File: config.mk
export PLATFORM = sky130hd
export DESIGN_NAME = cameralink_frame_gen
export DESIGN_NICKNAME = d
export VERILOG_FILES = /design/src/rtl/cameralink_pkg.sv /design/src/rtl/cameralink_trigger.sv /design/src/rtl/cameralink_frame_gen.sv
export SDC_FILE = /design/constraint.sdc
export NUM_CORES = 1
export LEC_CHECK = 0
export CAP_MARGIN = 20
export CORE_MARGIN = 5
export CORE_UTILIZATION = 49
export DETAILED_ROUTE_END_ITERATION = 8
export PLACE_DENSITY = 0.79
export RECOVER_POWER = 25
export SYNTH_ARGS = -nofsm -noshare
export SYNTH_HDL_FRONTEND = slang
export SYNTH_HIERARCHICAL = 1
export SYNTH_SLANG_ARGS = --single-unit
File: constraint.sdc
create_clock -name CLOCK -period 2.26 [get_ports CLOCK]
set_input_delay 0.226 -clock CLOCK [delete_from_list [all_inputs] [get_ports CLOCK]]
set_output_delay 0.226 -clock CLOCK [all_outputs]
set_load 0.02 [all_outputs]
File: src/rtl/cameralink_pkg.sv
// cameralink_pkg: shared FSM states, frame counter width and bus word packing
package cameralink_pkg;

   typedef enum logic [2:0] {ST_IDLE, ST_SETUP, ST_ACTIVE, ST_HBLANK, ST_VBLANK} cl_state_e;

   localparam int CL_FRAME_W = 16;
   localparam int CL_PIX_MAX = 64;

   function automatic logic [CL_PIX_MAX+2:0] cl_pack(input logic fvv, input logic lvv, input logic vce,
                                                     input logic [CL_PIX_MAX-1:0] pix, input logic [6:0] pix_w);
      logic [CL_PIX_MAX+2:0] w;
      w = {3'b000, pix};
      w[pix_w +: 3] = {fvv, lvv, vce};
      return w;
   endfunction

endpackage

File: src/rtl/cameralink_trigger.sv
// cameralink_trigger: rising-edge trigger capture with a single-deep pending flag
module cameralink_trigger (
   input  logic CLOCK,
   input  logic RESET,
   input  logic cam_request,
   input  logic enable_trig,
   input  logic consume,
   output logic pending,
   output logic overrun
);

   logic req_q, pend_q, ovr_q, rise;

   assign rise = enable_trig && cam_request && !req_q;

   // a rise arriving as the pending trigger is consumed becomes the next pending one
   always_ff @(posedge CLOCK) begin
      if (RESET) begin
         req_q  <= 1'b0;
         pend_q <= 1'b0;
         ovr_q  <= 1'b0;
      end else begin
         req_q  <= cam_request;
         pend_q <= consume ? rise : (pend_q || rise);
         ovr_q  <= rise && pend_q && !consume;
      end
   end

   assign pending = pend_q;
   assign overrun = ovr_q;

endmodule

File: src/rtl/cameralink_frame_gen.sv
// cameralink_frame_gen: CameraLink FVV/LVV/VCE timing and pixel packing from a valid/ready stream
module cameralink_frame_gen import cameralink_pkg::*; #(
   parameter int TAPS      = 3,
   parameter int BITS      = 8,
   parameter int WIDTH     = 640,
   parameter int HEIGHT    = 480,
   parameter int FV_SETUP  = 4,
   parameter int HBLANK    = 16,
   parameter int VBLANK    = 32,
   parameter int TRIGGERED = 0
) (
   input  logic                   CLOCK,
   input  logic                   RESET,
   input  logic                   in_valid,
   input  logic [TAPS*BITS-1:0]   in_data,
   output logic                   in_ready,
   input  logic                   cam_enable,
   input  logic                   cam_request,
   output logic                   FVV,
   output logic                   LVV,
   output logic                   VCE,
   output logic [TAPS*BITS-1:0]   pix_out,
   output logic [CL_FRAME_W-1:0]  frame_count,
   output logic                   underrun,
   output logic                   trig_overrun
);

   localparam int TM_MAX = FV_SETUP > HBLANK ? (FV_SETUP > VBLANK ? FV_SETUP : VBLANK)
                                             : (HBLANK > VBLANK ? HBLANK : VBLANK);
   localparam int TM_W = $clog2(TM_MAX + 1);
   localparam int PX_W = $clog2(WIDTH + 1);
   localparam int LN_W = $clog2(HEIGHT + 1);

   cl_state_e              state_q;
   logic [TM_W-1:0]        tm_q;
   logic [PX_W-1:0]        px_q;
   logic [LN_W-1:0]        ln_q;
   logic                   fvv_q, lvv_q, vce_q, und_q;
   logic [TAPS*BITS-1:0]   pix_q;
   logic [CL_FRAME_W-1:0]  fc_q;
   logic                   hs, go, tm_end, consume, pending;

   assign in_ready = state_q == ST_ACTIVE;
   assign hs       = in_ready && in_valid;
   assign go       = cam_enable && (TRIGGERED == 0 || pending);
   assign tm_end   = tm_q == TM_W'(state_q == ST_SETUP  ? FV_SETUP - 1 :
                                   state_q == ST_HBLANK ? HBLANK - 1 : VBLANK - 1);
   assign consume  = go && (state_q == ST_IDLE || (state_q == ST_VBLANK && tm_end));

   cameralink_trigger u_trig (
      .CLOCK       (CLOCK),
      .RESET       (RESET),
      .cam_request (cam_request),
      .enable_trig (TRIGGERED != 0),
      .consume     (consume),
      .pending     (pending),
      .overrun     (trig_overrun)
   );

   // frame sequencer; outputs are registered from the current state so they stay aligned
   always_ff @(posedge CLOCK) begin
      if (RESET) begin
         state_q <= ST_IDLE;
         tm_q    <= '0;
         px_q    <= '0;
         ln_q    <= '0;
         fvv_q   <= 1'b0;
         lvv_q   <= 1'b0;
         vce_q   <= 1'b0;
         und_q   <= 1'b0;
         pix_q   <= '0;
         fc_q    <= '0;
      end else begin
         fvv_q <= state_q inside {ST_SETUP, ST_ACTIVE, ST_HBLANK};
         lvv_q <= in_ready;
         vce_q <= hs;
         pix_q <= hs ? in_data : '0;
         und_q <= in_ready && !in_valid;
         tm_q  <= '0;
         case (state_q)
            ST_IDLE:   if (go) state_q <= ST_SETUP;
            ST_SETUP:  if (tm_end) state_q <= ST_ACTIVE; else tm_q <= tm_q + 1'b1;
            ST_ACTIVE: if (hs) begin
               if (px_q == PX_W'(WIDTH - TAPS)) begin
                  px_q    <= '0;
                  state_q <= ln_q == LN_W'(HEIGHT - 1) ? ST_VBLANK : ST_HBLANK;
               end else px_q <= px_q + PX_W'(TAPS);
            end
            ST_HBLANK: if (tm_end) begin
               ln_q    <= ln_q + 1'b1;
               state_q <= ST_ACTIVE;
            end else tm_q <= tm_q + 1'b1;
            ST_VBLANK: if (tm_end) begin
               fc_q    <= fc_q + 1'b1;
               ln_q    <= '0;
               state_q <= go ? ST_SETUP : ST_IDLE;
            end else tm_q <= tm_q + 1'b1;
            default:   state_q <= ST_IDLE;
         endcase
      end
   end

   assign FVV         = fvv_q;
   assign LVV         = lvv_q;
   assign VCE         = vce_q;
   assign pix_out     = pix_q;
   assign frame_count = fc_q;
   assign underrun    = und_q;

endmodule
==> impl_metrics.tcl <==
set metrics [dict create \
    crit_required_ps 2540 \
    dieArea_um2 8090 \
    routedWlPerCell_um 13.91 \
    ios 75 \
    ant_nets 0 \
    numCtsBuffers 9 \
    htree_num_levels 3 \
    yosysMostFrequentCell "dfxtp_1" \
    synth_cells 332 \
    relSlewSlack 0.5484 \
    hold_violations 0 \
    start_util 0.4989 \
    synth_area_leaders "dfxtp_1 48%, and2_1 5.4%, xnor2_1 4.5%, nor2_1 4.0%, xor2_1 2.5%" \
    drive_gt1_frac 0.08831 \
    fin_ws_ps 142.7 \
    n_antenna_cell 0 \
    antenna_found_initial 0 \
    synthAdderAreaFrac 0.01998 \
    ff2ff_path_depth 7 \
    finalCriticalPeriod_ps 2117 \
    dp_hpwl_mm 4.999 \
    synth-simple-area-share 0.2809 \
    worstSetupEndpoint "frame_count[5]" \
    synth_top_area_share 0.4794 \
    async_reset_ff_frac 0 \
    ys_seq_elements 75 \
    synth_top_cell_by_area "dfxtp_1" \
    rsz0062_at_grt "no" \
    seqCellArea_um2 1501 \
    cts_tree "built" \
    gp_congestion 0.8433 \
    viasPerCell 5.357 \
    power_leakage_nw 1.580 \
    r2r_end "frame_count[5]" \
    max-cap-violations 0 \
    drt-initial-drc-count 90 \
    pre_cts_ws_ps 115.8 \
    crit_type "reg -> reg" \
    seq_area_frac_synth 0.4794 \
    max_freq_mhz 472.3 \
    outcome "completed" \
    setup_viol 0 \
    peakVddDrop_v 0.0005709 \
    wirelength_mm 6.900 \
    power_density_nw_per_um2 755.0 \
    n_fill_cell 502 \
    first_pass_iters 4 \
    io_buffers 74 \
    rows 29 \
    cts_sinks 75 \
    synth-edff-count 0 \
    synth_top_family_by_area "simple AND/OR/NAND/NOR gates" \
    reg2reg_from "state_q[2]" \
    vias 2657 \
    synth_compound_area_frac 0.09389 \
    cp-end-kind "register" \
    worst_hold_path_type "in -> reg" \
    synth_mux_area_frac 0.01358 \
    multiInputGateArea_um2 1523 \
    clock-skew-final_ps 8.221 \
    grt_pass1_wl_mm 11.81 \
    crit_start "state_q[2]" \
    drc_errors 0 \
    worstMarginPinSlew_ps 677.3 \
    clk_latency_ps 350 \
    clk_pin_slew_ps 90 \
    grt_pass1_vias 2644 \
    grt_overflow 0 \
    r2r_slack_ps 140 \
    worst_setup_path_start_kind "register" \
    worstPathMaxFanout 12 \
    slew_viol_final 0 \
    fin_setup_tns_ps 0 \
    grt_usage 0.1720 \
    synth_cell_types 56 \
    die_h_um 89.95 \
    synthXorXnorAreaFrac 0.07511 \
    cts_buffer_depth 2 \
    yosysWarningCount 6 \
    arrival_ps 2400 \
    ys.flop_type "dfxtp_1" \
    synth.top_cells.by_count "75 x dfxtp_1, 33 x nor2_1, 27 x and2_1, 16 x xnor2_1, 15 x nor3_1" \
    fin_nets 448 \
    dp_cells 478 \
    area_delta_synth_final_pct 35.00 \
    grt_max_degree 39 \
    syn-num-nets 366 \
    postSynthAreaPerCell_um2 9.433 \
    syn_area_um2 3132 \
    stdcell_count 496 \
    core_um2 6277 \
    fp.dieW_um 89.95 \
    finalCritPeriodShare 0.9368 \
    root_buffer "clkbuf_8" \
]
[how the worst min path moves through the flow]
stage / end / startpoint / cells past startpoint
floorplan: u_trig/pending / RESET / 1
global placement: tm_q[0] / tm_q[0] / 1
detailed placement: tm_q[0] / tm_q[0] / 1
CTS: pix_out[10] / in_data[10] / 2
global route: pix_out[10] / in_data[10] / 2
finish: pix_out[10] / in_data[10] / 2
[power breakdown]
group | switching, mW | internal, mW
Sequential | 0.0416 | 1.38
Clock | 0.540 | 0.643
Combinational | 0.319 | 0.267
[stage by stage]
stage	hold WS, ps	power (mW)	util	cell area, um^2
floorplan	288.4	1.802	-	3132
global placement	444.8	2.047	0.6334	3976
detailed placement	458.3	2.055	0.6334	3976
CTS	412.4	3.240	0.6701	4207
global route	419.2	3.327	0.6735	4228
finish	422.0	3.192	0.6735	4228
[area by class of cell]
type,instances,area share
timing repair buffer,88,0.2004
sequential,75,0.3551
inverter,8,0.007103
multi-input combinational,232,0.3602
clock inverter,7,0.02516
tap,77,0.02279
clock buffer,9,0.02930
[state kept, by name, indices dropped and copies added, names as in the netlist]
name	flops
FVV	1
LVV	1
VCE	1
frame_count	16
ln_q	9
pix_out	24
px_q	10
state_q	3
tm_q	6
u_trig/overrun	1
u_trig/pending	1
u_trig/req_q	1
underrun	1
[per-layer routing]
metal,track usage,wire [um],up-vias
li1,-,-,1326
met1,0.1953,2794,1236
met2,0.2909,3398,83
met3,0.06427,559,12
met4,0.06824,148,0
met5,0,0,-
[cells by family (layout without fill, tap and decap cells)]
kind of cell               Yosys count  count (layout)
and+or+nand+nor                    151             151
xor gates and xnor gates            26              26
muxes                                4               4
AOI/OAI and AO/OA                   45              45
other                                1               1
adders and majority gates            5               5
buffers and inverters               25             112
DFF                                 75              75
[cells in the final DEF, fill, tap and decap left out, drive strengths merged, types with 7 or more instances in the layout]
cell type,synthesis,layout
nor4,9,9
nand4,7,7
dfxtp,75,75
dlygate4sd3,0,19
xnor2,17,17
buf,5,11
inv,8,12
clkdlybuf4s50,0,55
clkbuf,12,12
nand2,14,14
and2,27,27
nor2,33,33
o21ai,10,10
nand3,7,7
or3,8,8
a21oi,15,15
xor2,9,9
nor3,16,16
[worst max-delay path, cell delays in order, from the launching register on]
cell and delay [ps]:
dfxtp_1 360, buf_4 150, nor3b_2 220, nand4_1 150
or4_4 530, buf_12 160, or3_1 340, a21oi_1 140
[what timing repair did]
| action | 4_1_cts | 5_1_grt |
|---|---|---|
| setup endpoints to repair | 0 | 2 |
| gates resized for setup | 0 | 1 |
| buffers inserted | 0 | 1 |
| hold buffers | 0 | 0 |
(Power assumes the default switching activity.)
